`src/rtl/maze_mem_arbiter_pkg.sv`:
```
// maze_mem_arbiter_pkg: shared maze cell values, arbiter state encoding and default sizes
package maze_mem_arbiter_pkg;
    localparam int MAZE_WIDTH = 6;
    localparam int LOCK_MAX = 16;
    localparam logic [1:0] CORRIDOR = 2'd0;
    localparam logic [1:0] WALL = 2'd1;
    localparam logic [1:0] VISITED = 2'd2;
    typedef enum logic [1:0] {ARB, LOCK0, LOCK1} arb_state_e;
endpackage

```
`src/rtl/maze_mem_arbiter_lock_timer.sv`:
```
// lock_timer: counts granted lock cycles; tc flags the increment that reaches lock_max-1
module lock_timer #(
    parameter int lock_max = 16
) (
    input  logic clk,
    input  logic rst_n,
    input  logic clear,
    input  logic enable,
    output logic tc
);
    localparam int W = lock_max > 2 ? $clog2(lock_max) : 1;
    logic [W-1:0] cnt;
    // Entry grant plus lock_max-1 locked grants gives lock_max consecutive grants.
    assign tc = enable && (cnt == W'(lock_max - 2));
    always_ff @(posedge clk or negedge rst_n) begin
        if (!rst_n)
            cnt <= '0;
        else if (clear)
            cnt <= '0;
        else if (enable)
            cnt <= cnt + 1'b1;
    end
endmodule

```
`src/rtl/maze_mem_arbiter.sv`:
```
// maze_mem_arbiter: two-port round-robin arbiter with lock for a single-ported maze cell memory
module maze_mem_arbiter
    import maze_mem_arbiter_pkg::*;
#(
    parameter int maze_width = MAZE_WIDTH,
    parameter int lock_max = LOCK_MAX
) (
    input  logic                  clk,
    input  logic                  rst_n,
    input  logic                  req0,
    input  logic                  req1,
    input  logic                  we0,
    input  logic                  we1,
    input  logic                  lock0,
    input  logic                  lock1,
    input  logic [maze_width-1:0] row0,
    input  logic [maze_width-1:0] col0,
    input  logic [maze_width-1:0] row1,
    input  logic [maze_width-1:0] col1,
    input  logic [1:0]            wdata0,
    input  logic [1:0]            wdata1,
    output logic                  gnt0,
    output logic                  gnt1,
    output logic                  rvalid0,
    output logic                  rvalid1,
    output logic [1:0]            rdata0,
    output logic [1:0]            rdata1,
    output logic [maze_width-1:0] mem_row,
    output logic [maze_width-1:0] mem_col,
    output logic                  mem_oe,
    output logic                  mem_we,
    output logic [1:0]            mem_wdata,
    input  logic [1:0]            mem_rdata
);
    arb_state_e state;
    logic ptr;
    logic any_gnt, sel_we, lock_enter, exit_lock, tc;
    logic [1:0] tag1, tag2;
    logic [1:0] rdata0_q, rdata1_q;
    always_comb begin
        gnt0 = rst_n && req0 && (state == LOCK0 || (state == ARB && (!req1 || !ptr)));
        gnt1 = rst_n && req1 && (state == LOCK1 || (state == ARB && (!req0 || ptr)));
        any_gnt = gnt0 || gnt1;
        sel_we = gnt1 ? we1 : we0;
        lock_enter = state == ARB && ((gnt0 && lock0) || (gnt1 && lock1));
        exit_lock = state == LOCK0 ? (!req0 || !lock0 || tc) : (!req1 || !lock1 || tc);
        rvalid0 = tag2[1] && !tag2[0];
        rvalid1 = tag2[1] && tag2[0];
        rdata0 = rvalid0 ? mem_rdata : rdata0_q;
        rdata1 = rvalid1 ? mem_rdata : rdata1_q;
    end
    lock_timer #(.lock_max(lock_max)) u_lock_timer (
        .clk   (clk),
        .rst_n (rst_n),
        .clear (lock_enter),
        .enable(state != ARB && any_gnt),
        .tc    (tc)
    );
    // tag {valid, port}: stage 1 tracks the strobe cycle, stage 2 the data-return cycle
    always_ff @(posedge clk or negedge rst_n) begin
        if (!rst_n) begin
            state     <= ARB;
            ptr       <= 1'b0;
            mem_row   <= '0;
            mem_col   <= '0;
            mem_wdata <= '0;
            mem_oe    <= 1'b0;
            mem_we    <= 1'b0;
            tag1      <= '0;
            tag2      <= '0;
            rdata0_q  <= '0;
            rdata1_q  <= '0;
        end else begin
            mem_oe <= any_gnt && !sel_we;
            mem_we <= any_gnt && sel_we;
            if (any_gnt) begin
                mem_row   <= gnt1 ? row1 : row0;
                mem_col   <= gnt1 ? col1 : col0;
                mem_wdata <= gnt1 ? wdata1 : wdata0;
                ptr       <= gnt0;
            end
            tag1 <= {any_gnt && !sel_we, gnt1};
            tag2 <= tag1;
            if (rvalid0)
                rdata0_q <= mem_rdata;
            if (rvalid1)
                rdata1_q <= mem_rdata;
            state <= state == ARB ? (gnt0 && lock0 ? LOCK0 : gnt1 && lock1 ? LOCK1 : ARB)
                                  : (exit_lock ? ARB : state);
        end
    end
    a_one_grant: assert property (@(posedge clk) disable iff (!rst_n) !(gnt0 && gnt1));
endmodule
```
`config.mk`:
```
export PLATFORM = sky130hd
export DESIGN_NAME = maze_mem_arbiter
export DESIGN_NICKNAME = d
export VERILOG_FILES = /design/src/rtl/maze_mem_arbiter_pkg.sv /design/src/rtl/maze_mem_arbiter_lock_timer.sv /design/src/rtl/maze_mem_arbiter.sv
export SDC_FILE = /design/constraint.sdc
export NUM_CORES = 1
export LEC_CHECK = 0
export ABC_CLOCK_PERIOD_IN_PS = 3000
export BUFFER_PORTS_ARGS = -buffer_cell sky130_fd_sc_hd__buf_4
export CORE_UTILIZATION = 50
export DETAILED_ROUTE_END_ITERATION = 12
export PLACE_DENSITY = 0.84
export SYNTH_ARGS = -nofsm -noshare
export SYNTH_HDL_FRONTEND = slang
export SYNTH_SLANG_ARGS = --single-unit
```
`constraint.sdc`:
```
create_clock -name clk -period 3 [get_ports clk]
set_input_delay 0.15 -clock clk [delete_from_list [all_inputs] [get_ports clk]]
set_output_delay 0.15 -clock clk [all_outputs]
set_load 0.05 [all_outputs]
```
**Word-level counts from Yosys, hierarchy flattened**

Index checks and enable logic that the tools add are counted.

- Flip-flop bits (word level): 31

- Add/subtract/negate cells: 1
- Equal/unequal tests: 3
- Mux-type cells: 13
- Reductions and logical operators: 36

Operator list:

| operator | count |
|---|---|
| logical AND 1 bit | 15 |
| two-way mux 2 bit | 7 |
| two-way mux 6 bit | 2 |
| logical OR 1 bit | 10 |
| two-way mux 4 bit | 2 |
| zero test 1 bit | 7 |
| nonzero test 2 bit | 3 |
| adder 4 x 1 -> 4 bit (second input constant) | 1 |
| equality test 4 bit (second input constant) | 1 |
| equality test 2 x 1 -> 1 bit (second input constant) | 1 |
| equality test 2 bit (second input constant) | 1 |
| zero test 2 bit | 1 |
| two-way mux 1 bit | 2 |

**Depth between registers and ports, before layout**

Gate-level depths: netlist (run 1).

- Depth in word-level cells: 12
- Mapped depth: 6

**Modules after synthesis**

From an unflattened synthesis (run 1), not the netlist that was laid out.

- Cells, all modules: 165
- Area total of the unflattened synthesis: 1742.9 µm²

By module, submodules not included:

| module | instances | cells an instance | area an instance (µm²) | sequential area each (µm²) |
|---|---|---|---|---|
| maze_mem_arbiter | 1 | 145 | 1520.2 | 650.6 |
| lock_timer | 1 | 20 | 222.7 | 100.1 |

**Worst setup path before layout (run 1)**

No wires, ideal clock.

- Path kind: register to register
- Start: reg tag2[0]
- End: reg rdata0_q[0]
- Library setup time: 175 ps
- Arrival time: 1694 ps
- Data required time: 2825 ps
- Setup slack: 1132 ps
- Cell stages (with the launch flop): 3
- Buffers on the path: 0
- Path through: dfrtp_1 nor2b_1 mux2_2

- Longest elaborated chain between the ends: 3

Ends and longest elaborated chain:

| what | RTL line | text |
|---|---|---|
| start, declared | maze_mem_arbiter.sv:38 | `logic [1:0] tag1, tag2;` |
| start signal, assigned | maze_mem_arbiter.sv:83 | `tag2 <= tag1;` |
| zero test 1 bit | maze_mem_arbiter.sv:47 | `rvalid0 = tag2[1] && !tag2[0];` |
| logical AND 1 bit | maze_mem_arbiter.sv:47 |  |
| net rvalid0 | maze_mem_arbiter.sv:24 | `output logic rvalid0,` |
| two-way mux 2 bit | - |  |
| net rdata0[0] | maze_mem_arbiter.sv:26 | `output logic [1:0] rdata0,` |
| end signal, assigned | maze_mem_arbiter.sv:85 | `rdata0_q <= mem_rdata;` |
| end, declared | maze_mem_arbiter.sv:39 | `logic [1:0] rdata0_q, rdata1_q;` |

The timed path passes the listed nets, and every way through them passes these cells.
A chain may end at the register's enable or synchronous reset.

**Worst setup path in the final report (run 1)**

- Start: in rst_n
- End: out gnt1

- Longest elaborated chain between the ends: 2

Ends and longest elaborated chain:

| what | RTL line | text |
|---|---|---|
| start, declared | maze_mem_arbiter.sv:9 | `input logic rst_n,` |
| logical AND 1 bit (2 in a row) | maze_mem_arbiter.sv:42 | `gnt1 = rst_n && req1 && (state == LOCK1 \|\| (state == ARB && (!req0 \|\| ptr)));` |
| end, declared | maze_mem_arbiter.sv:23 | `output logic gnt1,` |

No other way between the ends.

==> results of run 1 <==
==> worst max path at each step <==
| stage | startpoint | end | slack (ns) | depth (start not counted) |
|---|---|---|---|---|
| after floorplan | tag2[0] | rdata0_q[0] | 1.13 | 2 |
| after CTS | rst_n | gnt1 | 0.64 | 4 |
| after global placement | rst_n | mem_oe | 1.20 | 4 |
| after detailed placement | rst_n | mem_oe | 1.14 | 4 |
| after global routing | rst_n | gnt1 | 0.49 | 4 |
| final | rst_n | gnt1 | 0.65 | 4 |
==> layout make-up <==
type                            count  area [µm²]
Clock buffer                        7        55.1
Clock inverter                      1        5.00
Fill cell                         180         633
Inverter                            2        7.51
Multi-Input combinational cell     89         603
Sequential cell                    30         751
Tap cell                           30        37.5
Timing Repair Buffer               63         475
==> power by group <==
| group | switching (mW) | internal (mW) | total, mW |
|---|---|---|---|
| sequential | 0.0398 | 0.468 | 0.508 |
| combinational | 0.294 | 0.158 | 0.452 |
| clock | 0.138 | 0.113 | 0.252 |
==> sequential cells by signal, summed over array words and instances, names as in the netlist, 2 cells and up <==
signal	count
mem_col	6
mem_row	6
mem_wdata	2
rdata0_q	2
rdata1_q	2
state	2
tag2	2
u_lock_timer.cnt	4
==> worst max-delay path, stage by stage <==
cell,delay [ns]
sky130_fd_sc_hd__dlygate4sd3_1,0.52
sky130_fd_sc_hd__buf_4,0.40
sky130_fd_sc_hd__o211a_1,0.77
sky130_fd_sc_hd__buf_4,0.33
==> logic make-up after synthesis <==
group | after synthesis | synth area share [%]
AND/OR/NAND/NOR | 38 | 13.3
flip-flops | 30 | 53.6
AO/OA/AOI/OAI | 27 | 11.9
multiplexers | 19 | 13.9
buffers and inverters | 7 | 3.57
XOR/XNOR | 3 | 1.88
adder cells (fa/ha/maj) | 2 | 1.79
==> repair_timing <==
action | in CTS | in global routing
endpoints found under the hold margin | 30 | 0
hold buffers | 1 | 0
buffers inserted | 0 | 0
==> stage by stage <==
stage / util, % / std cells
final: 75.3 / 222
after global routing: 75.3 / 222
after CTS: 75.3 / 222
after detailed placement: 72.6 / 213
after global placement: 72.6 / 213
after floorplan: - / 126
==> routing by layer <==
| metal | global-route usage (%) | up-vias | share of wire [%] |
|---|---|---|---|
| met4 | 11.3 | 0 | 1.7 |
| met1 | 26.0 | 560 | 40 |
| li1 | - | 570 | - |
| met5 | 0 | - | 0 |
| met2 | 41.4 | 43 | 53 |
| met3 | 4.92 | 5 | 4.6 |
==> cells in the final DEF (no fill, tap or decap), drive strengths merged <==
cell and n:
a211oi 1, a31oi 1, o21a 1, mux2i 15
ha 2, nor2b 5, o2111ai 1, inv 2
a32o 1, nor2 6, and3 1, o211a 1
dlygate4sd3 1, clkbuf 7, nand2b 1, xnor2 3
nand4b 2, clkinv 1, nand4 1, nand2 19
buf 62, mux2 4, nand3b 1, a21o 1
a21oi 3, dfrtp 30, nand3 2, o21ai 15
o22ai 1, a21boi 1
==> flow_results.org, run 1 <==
** Run status
- Status :: complete, no violations

** Synth
- Yosys mapped the design onto 31 distinct sky130hd cell types.
- In this run, synthesis inferred 0 flip-flops with an integrated enable.
- Ranking of synthesized cells by area :: sky130_fd_sc_hd__dfrtp_1 (54%), sky130_fd_sc_hd__mux2i_1 (11%), sky130_fd_sc_hd__o21ai_1 (5.4%)
- For this run, the leading register cell type out of synthesis is sky130_fd_sc_hd__dfrtp_1.
- Cell taking the most area after synthesis :: sky130_fd_sc_hd__dfrtp_1
- Number of nets in the synthesized netlist :: 166
- Sequential elements use 53.6% of the synthesized area.
- Leading post-synthesis cells by instance count :: sky130_fd_sc_hd__dfrtp_1 (30), sky130_fd_sc_hd__nand2_1 (19), sky130_fd_sc_hd__mux2i_1 (15), sky130_fd_sc_hd__o21ai_1 (15), sky130_fd_sc_hd__nor2_1 (6)
- By instance count, the leading cell after synthesis is sky130_fd_sc_hd__dfrtp_1.
- The synthesized design devotes to its leading area cell type 53.6% of total area.
- In the synthesized netlist, the number of instances is 126.
- Synthesized cell area :: 0.00140 mm²
- Flop and latch count out of synthesis :: 30
- The average instance in the mapped netlist occupies 11.1 µm².
- For this run, the number of Yosys warnings is 0.
- Async S/R FF share, synth :: 100%

** GRT
- Across every metal layer, demand over resource in global routing totals between 20 and 25%.
- The first global-routing pass estimated ~4700 µm of wire.
- Global-route congestion overflow total :: 0
- Antenna violations before repair :: 0
- Largest net degree at the start of global routing :: 39
- The number of global-route vias before repair is 1,078.

** Power and ir drop
- In this run the power density over the cells is 626 mW/mm².
- Max IR drop VDD :: ~0.53 mV
- Summed over all cells, the static leakage comes to around 0.96 nW.
- Total power :: 1.21 mW

** Setup path
- In this run the critical register-to-register path is captured at mem_oe.
- Critical Path Fanout Max :: 38
- The worst setup path is captured at an output port.
- At the worst endpoint, the required time is 2.85 ns.
- In this run the register-to-register setup slack is about 1.1 ns.
- The worst setup path is launched from an input pin.
- Path type of the worst setup path :: input pin to output port
- Counting cells, the worst reg-to-reg path comes to 4.
- RR Startpoint :: state[0]
- Crit path arrival time :: ~2.2 ns

** Die
- The floorplan step set the die height to approximately 55 µm.
- The initial utilization of the core area, before any placement, comes to a little over half.
- Horizontal extent of the die :: 54.9 µm
- In this run the core area contains 18 standard-cell rows.
- IO Count :: 62
- Die Footprint :: 0.00302 mm²
- In this run the standard cell core region covers ~0.0026 mm².

** Detailed routing
- First-iteration detailed-routing DRC count :: 8
- Detailed-route wire length per cell :: 14.6 µm
- Post-detailed-route DRC marker count :: 0
- Routed via count divided by cell count :: 5.31
- The routed design has between 3000 and 4000 µm of wire.
- Number of nets still failing antenna checks after routing :: 0
- Number of optimization iterations in the first detailed-route pass :: 4
- The routed layout has approximately 1,200 vias.

** Clock tree
- Root Buffer Master :: sky130_fd_sc_hd__clkbuf_4
- CTS saw 30 sinks.
- TritonCTS built the clock tree.
- Number of H-tree levels :: 2
- Number of gates resized after cts :: 0
- After clock tree synthesis, the clock-pin slew on the worst setup and hold paths is 0.09 ns.
- Latest clock arrival within the worst-skew pair :: 0.33 ns
- Clk buf depth :: 2
- TritonCTS buffer count :: 5

** Hold path
- Worst min-delay path class :: input pin to flop
- Hold path startpoint :: lock1
- Counting instances, the worst hold path has a depth of 2.
- Hold path endpoint :: state[1]

** Timing
- Setup repair after global routing left no endpoint under its margin.
- Hold Vio Cnt, Final :: 0
- In this run the tightest slew margin relative to its limit is 45.7%.
- Clock period minus worst slack :: 2.35 ns
- Of the available clock period, the critical path in the final layout requires 78.2%.
- Setup violations remaining at the end of the flow were counted as 0.
- Clock skew on the completed layout was measured at 0.0104 ns.
- The number of max-slew violations in the final report was 0.
- Final hold analysis gives a worst-case slack of 0.0664 ns.
- Least-Margin Pin Slew :: 0.815 ns
- Achievable frequency :: 0.426 GHz
- In the post-route analysis, the smallest setup slack over all paths is 0.654 ns.
- Post-Route Setup TNS :: 0 ns

** Layout
- Area growth from synthesis to final layout :: 38.2%
- Fraction of layout instances using a drive strength above 1 :: 38.5%
- Number of nets at the end of the flow :: 231
- Post-route cell area :: 0.00193 mm²
- Count of inserted antenna diode cells :: 0

** Placed design
- Buffers placed on the I/O ports in this run total 61.
- Minimum setup slack after placement :: 1.14 ns
- Post-detail-place hpwl :: around 2400 µm
- At the end of routability-driven placement, the weighted congestion stood at ~0.88.
- Placement-stage cell area :: between 0.0015 and 0.002 mm²

** Run
- Total of max-cap violations :: 0
Note: power is estimated with default switching activity, not from simulation.
==> inputs of run 2 (changes only) <==
--- a/config.mk
+++ b/config.mk
@@ -5,11 +5,11 @@
 export SDC_FILE = /design/constraint.sdc
 export NUM_CORES = 1
 export LEC_CHECK = 0
-export ABC_CLOCK_PERIOD_IN_PS = 3000
+export ABC_CLOCK_PERIOD_IN_PS = 2100
 export BUFFER_PORTS_ARGS = -buffer_cell sky130_fd_sc_hd__buf_4
-export CORE_UTILIZATION = 50
+export CORE_UTILIZATION = 42
 export DETAILED_ROUTE_END_ITERATION = 12
-export PLACE_DENSITY = 0.84
+export PLACE_DENSITY = 0.75
 export SYNTH_ARGS = -nofsm -noshare
 export SYNTH_HDL_FRONTEND = slang
 export SYNTH_SLANG_ARGS = --single-unit
==> constraint.sdc (replaced) <==
create_clock -name clk -period 2.1 [get_ports clk]
set_input_delay 0.105 -clock clk [delete_from_list [all_inputs] [get_ports clk]]
set_output_delay 0.105 -clock clk [all_outputs]
set_load 0.05 [all_outputs]
==> flow_results.org, run 2 (same netlist as run 1, synthesis figures left out) <==
** GRT
- Largest net degree at the start of global routing :: 31 (-21%)
- The initial antenna violation count is 0 (unchanged).
- Global-route congestion overflow total :: 0 (unchanged)
- The global-route total usage across every layer was 18.9% (-4.3 points).
- Vias in the first global route :: 1,146 (+6.3%)
- First-pass GRT wire length :: 4970 µm (+5.0%)

** Clock tree
- TritonCTS built the clock tree.
- TritonCTS buffer count :: 5 (unchanged)
- Number of H-tree levels :: 2 (unchanged)
- Latest clock arrival within the worst-skew pair :: 0.31 ns (-0.02 ns)
- Clk buf depth :: 2 (unchanged)
- Post-CTS Hold Buffers :: 1 (unchanged)
- Root Buffer Master :: sky130_fd_sc_hd__clkbuf_4
- Clock-pin slew on the worst setup and hold paths :: 0.09 ns (about the same)
- Number of gates resized after cts :: 0 (unchanged)
- Setup Fix Bufs, Post-CTS :: 0 (unchanged)
- The number of clock sinks was 30 (unchanged).

** Run
- The max capacitance violation total came to 0 (unchanged).

** Placed design
- The count of port buffers added during placement came to 61 (unchanged).
- The detailed placer's ending HPWL is 2390 µm (-1.8%).
- The final weighted congestion in routability-driven placement came to 0.825 (-6.6%).

** Setup path
- The signal on the critical path passes through nor2b_4, o211a_1, buf_4, buf_4.
- Maximum cell stage delay along the critical path :: 0.48 ns (-0.29 ns)
- The kind of cell with the highest combined delay along the critical path is buffers and inverters.
- WP data required :: 2.00 ns (-0.85 ns)
- Cell with the biggest individual delay on the critical path :: sky130_fd_sc_hd__dfrtp_1
- The maximum fanout along the worst path is 15 (-61%).
- Path type of the worst setup path :: flop to output port
- The worst setup path is launched from a flop.
- The cell that appears most often on the critical path is sky130_fd_sc_hd__buf_4.
- The number of buffer and inverter stages on the critical path is 2 (-1).
- Crit end category :: output port
- Crit path arrival time :: 1.77 ns (-0.43 ns)

** Detailed routing
- First-iteration detailed-routing DRC count :: 32 (+24)
- Number of optimization iterations in the first detailed-route pass :: 4 (unchanged)
- Via count :: 1,182 (+0.34%)
- The per-cell routed wire length came to 12.9 µm (-12%).
- Drt total wl :: 3060 µm (-5.6%)
- Post-detailed-route DRC marker count :: 0 (unchanged)
- Routed via count divided by cell count :: 4.97 (-6.4%)
- The number of routed nets with antenna violations was 0 (unchanged).

** Power and ir drop
- The total leakage power was 0.972 nW (+1.0%).
- The worst ir drop on vdd came to 0.481 mV (-8.5%).
- The power density over the cells came to 874 mW/mm² (+40%).

** Timing
- The number of failing setup endpoints in the final timing report came to 0 (unchanged).
- Unrepaired setup endpoints after global routing :: no
- The clock skew is 0.00286 ns (-0.00749 ns).
- Final count of pins violating max slew :: 0 (unchanged)
- Clock period minus worst slack :: 1.87 ns
- Worst max-slew margin expressed relative to the limit :: 76.8% (+31 points)
- For this run, the top clock speed supported by timing is 0.535 GHz.
- Hold Vio Cnt, Final :: 0 (unchanged)
- The slew at the pin closest to its max-slew limit came to 0.348 ns (-0.468 ns).
- Share of the clock period used by the worst path :: 89.1%
- Post-Route Setup TNS :: 0 ns (unchanged)

** Die
- The area of the die came to 0.00357 mm² (+18%).
- Core Box Area :: 0.00310 mm² (+21%)
- IO Count :: 62 (unchanged)
- The initial cell density of the core was 45.1% (-9.4 points).
- The count of standard-cell rows is 20 (+2).
- Die span in y :: 59.7 µm (+8.8%)
- The horizontal die dimension was 59.7 µm (+8.8%).

** Run status
- The run finished with clean final reports.

** Layout
- The net total in the final layout is 233 (+0.87%).
- The fraction of final layout cells with drive strength greater than 1 is 39.2% (+0.63 points).
- Registers with the most flip-flops :: mem_col x6, mem_row x6, u_lock_timer.cnt x4
- Most common library cell in the layout ignoring fill and taps :: sky130_fd_sc_hd__buf_4
- The register cell area after layout is 751 µm² (unchanged).
- Multi-input gate area in the final layout :: 603 µm² (unchanged)
- Leaving out fill and tap cells, the most frequent cells in the layout are sky130_fd_sc_hd__buf_4 (64), sky130_fd_sc_hd__dfrtp_1 (30), sky130_fd_sc_hd__nand2_1 (19), sky130_fd_sc_hd__mux2i_1 (15), sky130_fd_sc_hd__o21ai_1 (14).
- Count of inserted antenna diode cells :: 0 (unchanged)
- Total of fill cells in the finished design :: 272 (+51%)
- Area growth from synthesis to final layout :: 40.5%
- The final standard cell utilization of the core is 63.4% (-12 points).

** Hold path
- Worst min-delay path class :: input pin to flop
run 2: cell types whose count changed in the layout (fill, tap and decap cells not counted):
cell                    delta
sky130_fd_sc_hd__buf_4     +2
run 2: final cells by class:
type	instances	area share, %
Timing Repair Buffer	65	24.9
Clock inverter	1	0.254
Sequential cell	30	38.2
Clock buffer	7	2.80
Multi-Input combinational cell	89	30.7
Inverter	2	0.382
Tap cell	44	2.80
run 2: report_power, final:
group | internal (mW) | switching [mW]
sequential | 0.668 | 0.0556
combinational | 0.227 | 0.420
clock | 0.162 | 0.186
total | 1.06 | 0.662
run 2: worst paths after layout:
path	from	end	slack, ns	depth (start not counted)
min	lock1	state[1]	0.02	2
min in group asynchronous	rst_n	state[1]	0.17	2
max reg2reg	state[0]	mem_row[4]	0.46	5
max in group asynchronous	rst_n	mem_col[5]	1.41	3
max	state[0]	gnt1	0.23	4
min reg2reg	tag1[0]	tag2[0]	0.35	0
run 2: metal layers:
metal	GRT usage [%]	wire, µm	share of wire [%]	up-vias
met2	33.7	1660	54	35
met1	22.3	1230	40	569
li1	-	-	-	576
met3	3.25	139	4.5	2
met4	7.97	27	0.88	0
met5	0	0	0	-
run 2: metrics by stage:
stage | cell area, µm² | hold WS, ns | worst slack (ns) | cells | total power [mW]
2_1_floorplan | 1400 | -0.191 | 0.232 | 126 | 1.16
3_3_place_gp | 1900 | -0.0360 | 0.548 | 229 | 1.37
3_5_place_dp | 1900 | -0.0307 | 0.469 | 229 | 1.39
4_1_cts | 1970 | 0.0126 | 0.214 | 238 | 1.74
5_1_grt | 1970 | 0.00942 | 0.116 | 238 | 1.81
6_report | 1970 | 0.0207 | 0.230 | 238 | 1.72
